`config.mk`:
```
export PLATFORM = sky130hd
export DESIGN_NAME = if_fetch_queue
export DESIGN_NICKNAME = d
export VERILOG_FILES = /design/src/rtl/if_fetch_queue.sv
export SDC_FILE = /design/constraint.sdc
export NUM_CORES = 1
export LEC_CHECK = 0
export CORE_MARGIN = 3
export CORE_UTILIZATION = 40
export CTS_CLUSTER_SIZE = 20
export DETAILED_ROUTE_END_ITERATION = 7
export HOLD_SLACK_MARGIN = 0.06
export SYNTH_ARGS = -nofsm -noshare
export SYNTH_HDL_FRONTEND = slang
export SYNTH_SLANG_ARGS = --single-unit
export TNS_END_PERCENT = 10
```
`constraint.sdc`:
```
create_clock -name clk -period 7.1 [get_ports clk]
set_input_delay 0.71 -clock clk [delete_from_list [all_inputs] [get_ports clk]]
set_output_delay 0.71 -clock clk [all_outputs]
set_load 0.05 [all_outputs]
```
`src/rtl/if_fetch_queue.sv`:
```
// Instruction-fetch stage: PC generator, 1-cycle-latency memory request port and a
// DEPTH-entry prefetch FIFO to decode. Define IF_FETCH_PERF_EN to add perf counters.
module if_fetch_queue #(
  parameter int unsigned       ADDR_W   = 32,
  parameter int unsigned       INSTR_W  = 32,
  parameter int unsigned       DEPTH    = 4,
  parameter logic [ADDR_W-1:0] RESET_PC = '0,
  parameter int unsigned       PC_STEP  = 4,
  parameter int unsigned       BR_SHIFT = 2
) (
  input  logic                     clk,
  input  logic                     rst,
  input  logic                     br_taken,
  input  logic [ADDR_W-1:0]        br_pc,
  input  logic [ADDR_W-1:0]        br_offset,
  output logic                     imem_req,
  output logic [ADDR_W-1:0]        imem_addr,
  input  logic [INSTR_W-1:0]       imem_rdata,
  output logic                     out_valid,
  input  logic                     out_ready,
  output logic [ADDR_W-1:0]        out_pc,
  output logic [INSTR_W-1:0]       out_instr,
  output logic [$clog2(DEPTH):0]   occupancy
`ifdef IF_FETCH_PERF_EN
  ,
  output logic [31:0]              perf_fetched,
  output logic [31:0]              perf_flushed
`endif
);

  localparam int unsigned PtrW = $clog2(DEPTH);
  localparam int unsigned CntW = PtrW + 1;

  logic [ADDR_W-1:0]  fetch_pc_q, fetch_pc_d;
  logic [ADDR_W-1:0]  issued_pc_q;
  logic [ADDR_W-1:0]  br_target;
  logic               inflight_q;
  logic               squash_q;
  logic [PtrW-1:0]    rd_ptr_q, wr_ptr_q;
  logic [CntW-1:0]    count_q, count_d;
  logic [ADDR_W-1:0]  pc_mem_q    [DEPTH];
  logic [INSTR_W-1:0] instr_mem_q [DEPTH];
  logic               live_rsp;
  logic               push;
  logic               pop;

  assign br_target = br_pc + (br_offset << BR_SHIFT);

  // Issue is gated by registered occupancy plus the outstanding request, so a
  // slot freed by a pop only becomes usable in the following cycle.
  always_comb begin
    imem_req  = rst & ~br_taken & ((count_q + CntW'(inflight_q)) < CntW'(DEPTH));
    imem_addr = fetch_pc_q;
  end

  always_comb begin
    live_rsp  = inflight_q & ~squash_q;
    push      = live_rsp & ~br_taken;
    out_valid = rst & (count_q != '0);
    pop       = out_valid & out_ready & ~br_taken;
    out_pc    = pc_mem_q[rd_ptr_q];
    out_instr = instr_mem_q[rd_ptr_q];
    occupancy = count_q;
  end

  always_comb begin
    fetch_pc_d = fetch_pc_q;
    count_d    = count_q;
    if (br_taken) begin
      fetch_pc_d = br_target;
      count_d    = '0;
    end else begin
      if (imem_req) begin
        fetch_pc_d = fetch_pc_q + ADDR_W'(PC_STEP);
      end
      count_d = count_q + CntW'(push) - CntW'(pop);
    end
  end

  always_ff @(posedge clk) begin
    if (!rst) begin
      fetch_pc_q  <= RESET_PC;
      issued_pc_q <= '0;
      inflight_q  <= 1'b0;
      squash_q    <= 1'b0;
      rd_ptr_q    <= '0;
      wr_ptr_q    <= '0;
      count_q     <= '0;
      for (int unsigned i = 0; i < DEPTH; i++) begin
        pc_mem_q[i]    <= '0;
        instr_mem_q[i] <= '0;
      end
    end else begin
      fetch_pc_q <= fetch_pc_d;
      inflight_q <= imem_req;
      // Marks the response of any pre-redirect request as stale.
      squash_q   <= br_taken;
      count_q    <= count_d;
      if (imem_req) begin
        issued_pc_q <= fetch_pc_q;
      end
      if (br_taken) begin
        rd_ptr_q <= '0;
        wr_ptr_q <= '0;
      end else begin
        if (push) begin
          pc_mem_q[wr_ptr_q]    <= issued_pc_q;
          instr_mem_q[wr_ptr_q] <= imem_rdata;
          wr_ptr_q              <= wr_ptr_q + 1'b1;
        end
        if (pop) begin
          rd_ptr_q <= rd_ptr_q + 1'b1;
        end
      end
    end
  end

`ifdef IF_FETCH_PERF_EN
  logic [31:0] fetched_q;
  logic [31:0] flushed_q;

  always_ff @(posedge clk) begin
    if (!rst) begin
      fetched_q <= '0;
      flushed_q <= '0;
    end else begin
      if (pop) begin
        fetched_q <= fetched_q + 32'd1;
      end
      // Discarded entries: everything queued plus a response landing this cycle.
      if (br_taken) begin
        flushed_q <= flushed_q + 32'(count_q) + 32'(live_rsp);
      end
    end
  end

  assign perf_fetched = fetched_q;
  assign perf_flushed = flushed_q;
`endif

endmodule

```
Yosys cells after proc, flatten, opt, wreduce, memory -nomap -nowiden
Memories as Yosys holds them, arrays and structs flattened. A register that Yosys moved wholly into a read port is not among the register bits.
Index checks and enable logic that the tools add are counted.
{ "totals": {"register_bits": 73, "mem_bits_rw": 256, "in_bits": 100, "output_inout_bits": 101, "n_memories": 2} }
{ "mem_list": {"columns": ["memory", "words", "width", "rd", "rd_ports_with_merged_regs", "write_ports", "line", "text"], "rows": [
  ["instr_mem_q", 4, 32, 1, 1, 4, "42", "logic [INSTR_W-1:0] instr_mem_q [DEPTH];"],
  ["pc_mem_q", 4, 32, 1, 1, 4, "41", "logic [ADDR_W-1:0] pc_mem_q [DEPTH];"]
]} }
{ "op_classes": {"n_addsub": 7, "n_lt_le_gt_ge": 1, "n_mux": 17, "n_bitwise": 10, "reduce_logical": 5} }
{ "op_table": {"columns": ["cell", "n"], "rows": [
  ["32-bit 2-to-1 mux", 4],
  ["32-bit OR reduction", 2],
  ["32-bit by 3-bit adder with 32-bit output, second input constant", 1],
  ["32-bit adder", 1],
  ["2-bit 2-to-1 mux", 6],
  ["1-bit bitwise AND", 7],
  ["1-bit 2-to-1 mux", 7],
  ["3-bit by 1-bit adder with 3-bit output", 2],
  ["2-bit by 1-bit adder with 2-bit output, second input constant", 2],
  ["3-bit < comparator, second input constant", 1],
  ["1-bit NOT", 3],
  ["3-bit nonzero test", 1],
  ["3-bit by 1-bit subtractor with 3-bit output", 1],
  ["2-bit nonzero test", 1],
  ["2-bit OR reduction", 1]
]} }

Logic depth before layout (Yosys ltp)
Gate-level depths: netlist (run 1).
{ "logic_depth": {"depth_word": 9, "depth_mapped": 12, "mapped_depth_nobuf": 11} }

Worst setup path after synthesis (run 1)
OpenSTA, ideal clock, no wires.
{ "synth_path": {"path_type": "input to register", "startpoint": "in br_taken", "endpoint": "mem instr_mem_q[0][0], enable pin", "setup_time_ps": 574, "arrival_time_ps": 5975, "required_time_ps": 6526, "setup_slack_ps": 550, "path_stages": 4, "path_cell_list": "clkbuf_1 nor3b_1 inv_1 o21ai_0"} }
{ "synth_rtl": {"columns": ["element", "line", "text"], "rows": [
  ["start, declared", "13", "input logic br_taken,"],
  ["end, declared", "42", null]
]} }

Worst setup path in the final report (run 1)
{ "layout_path": {"startpoint": "in rst", "endpoint": "out imem_req"} }
{ "layout_between": {"elab_chain_len": 2} }
{ "layout_rtl": {"columns": ["element", "line", "text"], "rows": [
  ["start, declared", "12", "input logic rst,"],
  ["1-bit bitwise AND (2 in a row)", "52", "imem_req = rst & ~br_taken & ((count_q + CntW'(inflight_q)) < CntW'(DEPTH));"],
  ["end, declared", "16", "output logic imem_req,"]
]} }
No other way between the ends.

==> results.cfg, run 1 <==
[logic_synthesis]
synth.area.top_cells = edfxtp_1 51%, dfxtp_1 9.9%, mux4_2 9.5%
avgSynthCellArea_um2 = 12.0
synth_nets = 1407
syn_inst = 1273
ys_seq_area_frac = 0.604
synth_top_family_by_area = simple AND/OR/NAND/NOR gates
synth-edff-count = 256
async_flop_share = 0
synth_mux_area_frac = 0.0967
ys.flop_type = edfxtp_1
synth_compound_area_frac = 0.0729
yosysTopAreaCell = edfxtp_1
netlist.area_leader.share = 0.505
yosysWarnings = 0
synth_fa_ha_area_frac = 0.0289
netlist_area_mm2 = 0.0152
synth-simple-area-share = 0.129
synth_xor_area_frac = 0.0311
ys_types = 68
yosys_register_bits = 331

[outcome]
status = complete, no violations

[timing]
relSlewSlack = 0.296
rsz0062_at_grt = false
slew_violations = 0
fin_crit_sh = 0.595
final_hold_viol_count = 0
timing.setup.tns_ps = 0
tightest_slew_ps = 1060
whs_ps = 454
setup_violations = 0
skew_ps = 11.5
final.min_clock_period_ps = 4220
fmax_mhz = 237

[critical_path]
critPathArrivalTime_ps = 3510
path_cells = clkdlybuf4s50_1 -> buf_4 -> and2b_1 -> o21ai_4 -> inv_2 -> clkdlybuf4s50_1
worstSetupPathType = input pin to primary output
path_common_cell = clkdlybuf4s50_1
reg2regPathDepth = 6
endpoint_kind = primary output
cp_max_fo = 43
cp.buffers_inverters = 4
critical-path-max-stage-delay_ps = 970
crit_path_top_delay_cell = clkdlybuf4s50_1
critical-path-top-delay-family = buffers and inverters
startpoint_type = input pin
r2r_slack_ps = 4360
required_ps = 6390
path_depth = 6

[route]
routedWlPerCell_um = 18.2
top_layer_used = met4
via_count = 10000
route.met3.wl_um = 2340
viasPerCell = 5.05
wl_um = 36200
wl_met1_um = 15700
dr_wl_met2_um = 17300
dr.pass1.iters = 5
drc = 0
ant_nets = 0
drtIter0Drc = 660

[layout]
areaGrowthSynthToFinish_pct = 24.8
final_layout_size_suffix_gt1_frac = 0.106
n_antenna_cell = 0
final_common_cell = edfxtp_1
layout_common_cells = 256 x edfxtp_1, 240 x nor2_1, 197 x clkdlybuf4s50_1
final_nets = 1590

[cts]
cts_buffers = 38
cts_tree = done
ctsHoldBuffers = 0
clk_path_buf_depth = 3
clock_sinks = 331
root_buffer = clkbuf_16
clkLatencyLatePin_ps = 510
htreeDepth = 2
clkTransAtPathRegs_ps = 50
ctsResizeCount = 0
post_cts_buffers = 0

[power_and_ir_drop]
switching_share = 0.240
p_sw_mw = 1.14
power_frac_comb = 0.123
p_seq_frac = 0.465
vdd_drop_max_uv = 151
p_int_mw = 3.62
clkPwrFrac = 0.411
power_density_mw_per_mm2 = 251
p_leak_nw = 7.14

[placement]
dp_hpwl_um = 22000
port_buffers = 198
gp_congestion = 0.847

[die]
coreArea_mm2 = 0.0370
initial_utilization = 0.411
dieHeight_um = 201
rows = 70
die_area_mm2 = 0.0404
fp.dieW_um = 201
ios = 201

[grt]
track_usage = 0.177
grt_pass1_vias = 10300
grt_first_pass_wirelength_um = 57000
grt_max_degree = 66
grt.overflow.total = 0
antenna_found_initial = 0

[worst_hold_path]
hold_path_class = flip-flop to flip-flop
holdPathStages = 2

[flow_run]
cap_violations = 0
## per-layer routing
layer / up-vias / GRT usage
li1: 4899 / -
met1: 4799 / 0.235
met2: 282 / 0.297
met3: 55 / 0.0362
met4: 0 / 0.0504
met5: - / 0
## sequential cells by signal, indices dropped and copies added (netlist names), named ones only
name and flops:
wr_ptr_q 2, issued_pc_q 32, squash_q 1, imem_addr 32
instr_mem_q 128, occupancy 3, pc_mem_q 128, inflight_q 1
rd_ptr_q 2
## through the flow
step	instance area [um2]	total power [mW]	util	std cells	setup WS, ps
2_1_floorplan	15200	2.63	-	1273	550
3_3_place_gp	17700	2.84	0.478	1920	2890
3_5_place_dp	17700	2.85	0.478	1920	2890
4_1_cts	19000	4.82	0.512	1986	2860
5_1_grt	19000	4.94	0.512	1986	2750
6_report	19000	4.76	0.512	1986	2880
## worst register-to-register path, stage by stage (launching register included)
cell and delay [ps]:
dfxtp_1 340, nor3b_1 440, inv_1 320, nor2_4 480
buf_4 570, nand2_1 260, nor2_1 160
## Yosys cell counts (5+ instances only)
cell type / n
a211oi_1: 16
a21o_1: 12
a21oi_1: 67
a31oi_1: 5
and3_1: 10
buf_1: 13
buf_2: 9
clkbuf_1: 45
dfxtp_1: 75
edfxtp_1: 256
ha_1: 32
inv_1: 78
mux4_2: 64
nand2_1: 160
nand3_1: 22
nand4_1: 10
nor2_1: 241
nor3_1: 7
o21ai_0: 19
o21ai_1: 6
o21bai_1: 6
xnor2_1: 33
xor2_1: 21
## layout make-up
class	count	area, um2
inverter	81	304
timing repair buffer	211	2070
multi-input combinational	793	5520
sequential	331	9190
clock inverter	14	168
clock buffer	52	1100
tap	504	631
fill	3372	18100
## power groups by stage
stage                     clock, mW  combinational [mW]  sequential [mW]
final                          1.96               0.586             2.22
after global placement            0               0.590             2.25
after CTS                      2.01               0.594             2.22
after global routing           2.09               0.630             2.23
after floorplan                   0               0.317             2.32
after detailed placement          0               0.591             2.26
## cells by family (layout without fill, tap and decap cells)
kind of cell    count (synthesis)  count (layout)
simple gates                  472             472
flops                         331             331
compound gates                166             166
buf+inv                       149             358
mux                            67              67
xor+xnor                       54              54
fa+ha+maj                      34              34
## worst paths after layout
check / end / start
setup / recovery: imem_req / rst
hold / removal: issued_pc_q[12] / issued_pc_q[12]
setup reg to reg: instr_mem_q[2][2] / inflight_q
hold reg to reg: issued_pc_q[12] / issued_pc_q[12]
Power figures use the tool's default switching activity.
==> inputs of run 2 (changes only) <==
clock period = 4.4 ns   (was 7.1 ns; I/O delays follow)
==> run 2 against run 1 <==
Global-route usage is 0.24 points higher; sequential share of layout area up 0.20 points; clock power increased by 42%; critical path depth fell by 3; sequential power rose by 61%; clock-buffer cell count shrank 3; via count barely moved; wire length is 0.23% lower; first-iteration DRC count fell by 19%; critical endpoint is now out_instr[30]; largest cell class unchanged; highest routed layer unchanged.
==> results.cfg, run 2 (synthesized netlist as in run 1, its figures left out) <==
[placement]
gp_congestion = 0.804
dpl_cell_area_mm2 = 0.0178
place_inst = 1924
port_buffers = 198
dp_hpwl_um = 22700
place_ws_ps = 922

[layout]
layout_common_cells = 256 x edfxtp_1, 240 x nor2_1, 196 x clkdlybuf4s50_1
fillCellCount = 3362
largest_registers = instr_mem_q: 128 flops, pc_mem_q: 128 flops
final_cells = 1989
n_antenna_cell = 0
final_area_mm2 = 0.0189
areaGrowthSynthToFinish_pct = 24.3
final_nets = 1592
final_layout_size_suffix_gt1_frac = 0.104
final_common_cell = edfxtp_1

[cts]
htreeDepth = 2
clkLatencyLatePin_ps = 510
cts_tree = done
post_cts_buffers = 0
root_buffer = clkbuf_16
clock_sinks = 331
clk_path_buf_depth = 3
ctsHoldBuffers = 0
ctsResizeCount = 0
cts_buffers = 36
clkTransAtPathRegs_ps = 60

[route]
drc = 0
via_count = 10000
routedWlPerCell_um = 18.2
dr.pass1.iters = 5
wl_um = 36100
viasPerCell = 5.05
ant_nets = 0
drtIter0Drc = 537

[power_and_ir_drop]
switching_share = 0.249
p_sw_mw = 1.82
p_leak_nw = 7.09
power_frac_comb = 0.130
p_int_mw = 5.50
p_seq_frac = 0.489
power_density_mw_per_mm2 = 387
clkPwrFrac = 0.381
vdd_drop_max_uv = 210

[critical_path]
path_cells = buf_4 -> mux4_2 -> clkdlybuf4s50_1
crit_path_top_delay_cell = dfxtp_4
worstSetupPathType = flip-flop to primary output
cp_max_fo = 31
critPathArrivalTime_ps = 2950
endpoint_kind = primary output
critical-path-max-stage-delay_ps = 770
required_ps = 3960
reg2regPathDepth = 10
reg2reg_to = occupancy[2]
r2r-start = inflight_q
r2r_slack_ps = 1820
startpoint_type = flip-flop

[die]
coreArea_mm2 = 0.0370
ios = 201
rows = 70
initial_utilization = 0.411
dieHeight_um = 201
die_area_mm2 = 0.0404
fp.dieW_um = 201

[timing]
final_hold_viol_count = 0
tightest_slew_ps = 1010
skew_ps = 16.1
relSlewSlack = 0.325
rsz0062_at_grt = false
setup_violations = 0
setup_ws_ps = 1010
timing.setup.tns_ps = 0
fmax_mhz = 295
final.min_clock_period_ps = 3390
slew_violations = 0
fin_crit_sh = 0.769

[worst_hold_path]
hold_path_class = input pin to flip-flop
worstHoldStart = br_taken
holdPathStages = 4
hold_end = wr_ptr_q[0]

[grt]
grt_first_pass_wirelength_um = 58200
grt_pass1_vias = 10600
grt.overflow.total = 0
antenna_found_initial = 0
grt_max_degree = 65
track_usage = 0.180

[outcome]
status = complete, no violations

[flow_run]
cap_violations = 0
run 2: cell count changes in the layout (fill, tap and decap cells not counted), moves of 2 or more:
cell	previous run	this run
buf_12	0	6
bufinv_16	4	1
clkbuf_1	8	11
clkbuf_16	41	37
clkbuf_8	3	1
clkinv_1	7	10
inv_6	0	2
run 2: critical path, delay by kind of cell (launching register included):
| kind | cells | cell delay, ps |
|---|---|---|
| buffers and inverters | 2 | 1090 |
| muxes | 1 | 530 |
| DFF | 1 | 770 |
run 2: power by group through the flow:
| stage | Combinational [mW] | Sequential, mW | Clock [mW] |
|---|---|---|---|
| after global routing | 1.03 | 3.59 | 3.00 |
| after global placement | 0.961 | 3.64 | 0 |
| final | 0.953 | 3.58 | 2.79 |
| after floorplan | 0.511 | 3.73 | 0 |
| after detailed placement | 0.962 | 3.64 | 0 |
| after CTS | 0.966 | 3.58 | 2.88 |
run 2: layout make-up:
class,count,area (um2),area share
clock buffers,49,981,0.0519
clock inverters,16,105,0.00556
flip-flops and latches,331,9200,0.486
repair buffers,215,2180,0.115
well taps,504,631,0.0333
multi-input cells,793,5520,0.292
inverters,81,304,0.0161
run 2: worst max path at each step:
| stage | from | slack [ps] | cells past startpoint | end |
|---|---|---|---|---|
| floorplan | br_taken | -150 | 4 | instr_mem_q[0][0] |
| global placement | br_pc[2] | 940 | 11 | imem_addr[20] |
| detailed placement | br_pc[2] | 920 | 11 | imem_addr[20] |
| CTS | flip-flop | 910 | 3 | out_pc[20] |
| global route | flip-flop | 840 | 3 | out_pc[6] |
| finish | flip-flop | 1010 | 3 | out_instr[30] |
run 2: through the flow:
step                      power [mW]  utilization  hold slack [ps]
after detailed placement        4.60        0.481              449
after global placement          4.60        0.481              447
after global routing            7.63        0.510              437
final                           7.32        0.510              381
after floorplan                 4.24            -              437
after CTS                       7.42        0.510              382
run 2: routing by layer:
layer	vias up	routed length [um]	global-route usage	share of wire
met3	49	2450	0.0436	0.068
met1	4837	15900	0.241	0.44
met4	0	650	0.0402	0.018
met5	-	0	0	0
li1	4901	-	-	-
met2	257	17100	0.298	0.47
==> inputs of run 3 (changes only) <==
clock period = 3.13 ns   (was 4.4 ns; I/O delays follow)
==> run 3 against run 2 <==
Sequential power rose by 41%; worst setup slack got worse by 870 ps; combinational power rose by 45%; global-route usage rose by 0.22 points; wire length rose by 2.1%; sequential share of layout area fell by 0.61 points; via count rose by 1.5%; clock power rose by 41%; die area did not move.
==> results.cfg, run 3 (synthesized netlist as in run 1, its figures left out) <==
[outcome]
status = complete, no violations

[critical_path]
critPathArrivalTime_ps = 2670
endpoint_kind = primary output
startpoint_type = flip-flop
critical-path-top-delay-family = buffers and inverters
cp.buffers_inverters = 2
r2r-start = inflight_q
cp_max_fo = 17
required_ps = 2820
crit_path_top_delay_cell = clkdlybuf4s50_1
path_cells = buf_12 -> mux4_2 -> clkdlybuf4s50_1
critical-path-max-stage-delay_ps = 730
worstSetupPathType = flip-flop to primary output

[timing]
whs_ps = 298
relSlewSlack = 0.414
fmax_mhz = 335
rsz0062_at_grt = false
fin_crit_sh = 0.954
final.min_clock_period_ps = 2990
final_hold_viol_count = 0
skew_ps = 18.9
setup_violations = 0
tightest_slew_ps = 879
slew_violations = 0

[layout]
largest_registers = instr_mem_q: 128 flops, pc_mem_q: 128 flops
final_common_cell = edfxtp_1
final_nets = 1616
areaGrowthSynthToFinish_pct = 25.9
finish.utilization = 0.517
layout_common_cells = 256 x edfxtp_1, 240 x nor2_1, 192 x clkdlybuf4s50_1
final_layout_size_suffix_gt1_frac = 0.123
n_antenna_cell = 0

[route]
routedWlPerCell_um = 18.3
dr.pass1.iters = 5
drtIter0Drc = 685
viasPerCell = 5.07
wl_um = 36900
ant_nets = 0
drc = 0
via_count = 10200

[grt]
grt_first_pass_wirelength_um = 58800
grt_pass1_vias = 10600
grt.overflow.total = 0
grt_max_degree = 65
antenna_found_initial = 0
track_usage = 0.182

[cts]
post_cts_buffers = 0
root_buffer = clkbuf_16
cts_buffers = 36
clock_sinks = 331
ctsHoldBuffers = 0
htreeDepth = 2
cts_tree = done
clkLatencyLatePin_ps = 510
clkTransAtPathRegs_ps = 60
clk_path_buf_depth = 3
ctsResizeCount = 0

[power_and_ir_drop]
clkPwrFrac = 0.380
p_leak_nw = 7.25
p_sw_mw = 2.58
power_density_mw_per_mm2 = 539
switching_share = 0.250
vdd_drop_max_uv = 314
p_int_mw = 7.74
power_frac_comb = 0.133
p_seq_frac = 0.487
power_mw = 10.3

[die]
dieHeight_um = 201
initial_utilization = 0.411
ios = 201
fp.dieW_um = 201
die_area_mm2 = 0.0404
coreArea_mm2 = 0.0370
rows = 70

[placement]
port_buffers = 198
gp_congestion = 0.808
dp_hpwl_um = 24000

[worst_hold_path]
hold_path_class = input pin to flip-flop
worstHoldStart = br_taken

[flow_run]
cap_violations = 0
-- run 3: cell type report --
cell class	count	area (um2)
fillers	3349	17900
flip-flops and latches	331	9200
multi-input cells	793	5520
repair buffers	239	2430
clock buffers	48	977
well taps	504	631
inverters	81	304
clock inverters	15	100
-- run 3: through the flow --
step,instances,setup slack [ps],TNS (ps),area [um2]
6_report,2011,145,0,19200
5_1_grt,2011,14.4,0,19200
3_5_place_dp,1948,-5.04,-9.18,18100
4_1_cts,2011,72.5,0,19200
3_3_place_gp,1948,36.9,0,18100
2_1_floorplan,1273,-119,-22930,15200
-- run 3: final timing paths --
kind                endpoint  slack, ps  cells after the start
max               out_pc[12]        140                      3
min            imem_addr[28]        300                      3
max reg2reg     occupancy[2]        710                     11
min reg2reg  issued_pc_q[18]        460                      2
-- run 3: worst reg2reg max path, stage by stage, from the launching register on --
cell and delay (ps):
dfxtp_1 340, nor3b_1 240, buf_4 180, inv_1 180
ha_1 350, inv_1 60, ha_1 130, inv_1 50
fa_1 370, xor2_1 170, xnor2_1 180, nor2_1 60
-- run 3: power by group through the flow --
stage,clock (mW),sequential (mW),combinational [mW]
after floorplan,0,5.24,0.720
after global placement,0,5.11,1.38
after detailed placement,0,5.12,1.39
after CTS,4.01,5.03,1.39
after global routing,4.19,5.05,1.48
final,3.92,5.03,1.38
-- run 3: routing by layer --
layer	vias up	GRT usage	routed length [um]
li1	4947	-	-
met1	4948	0.240	16000
met2	268	0.309	17600
met3	33	0.0446	2730
met4	0	0.0354	539
met5	-	0	0
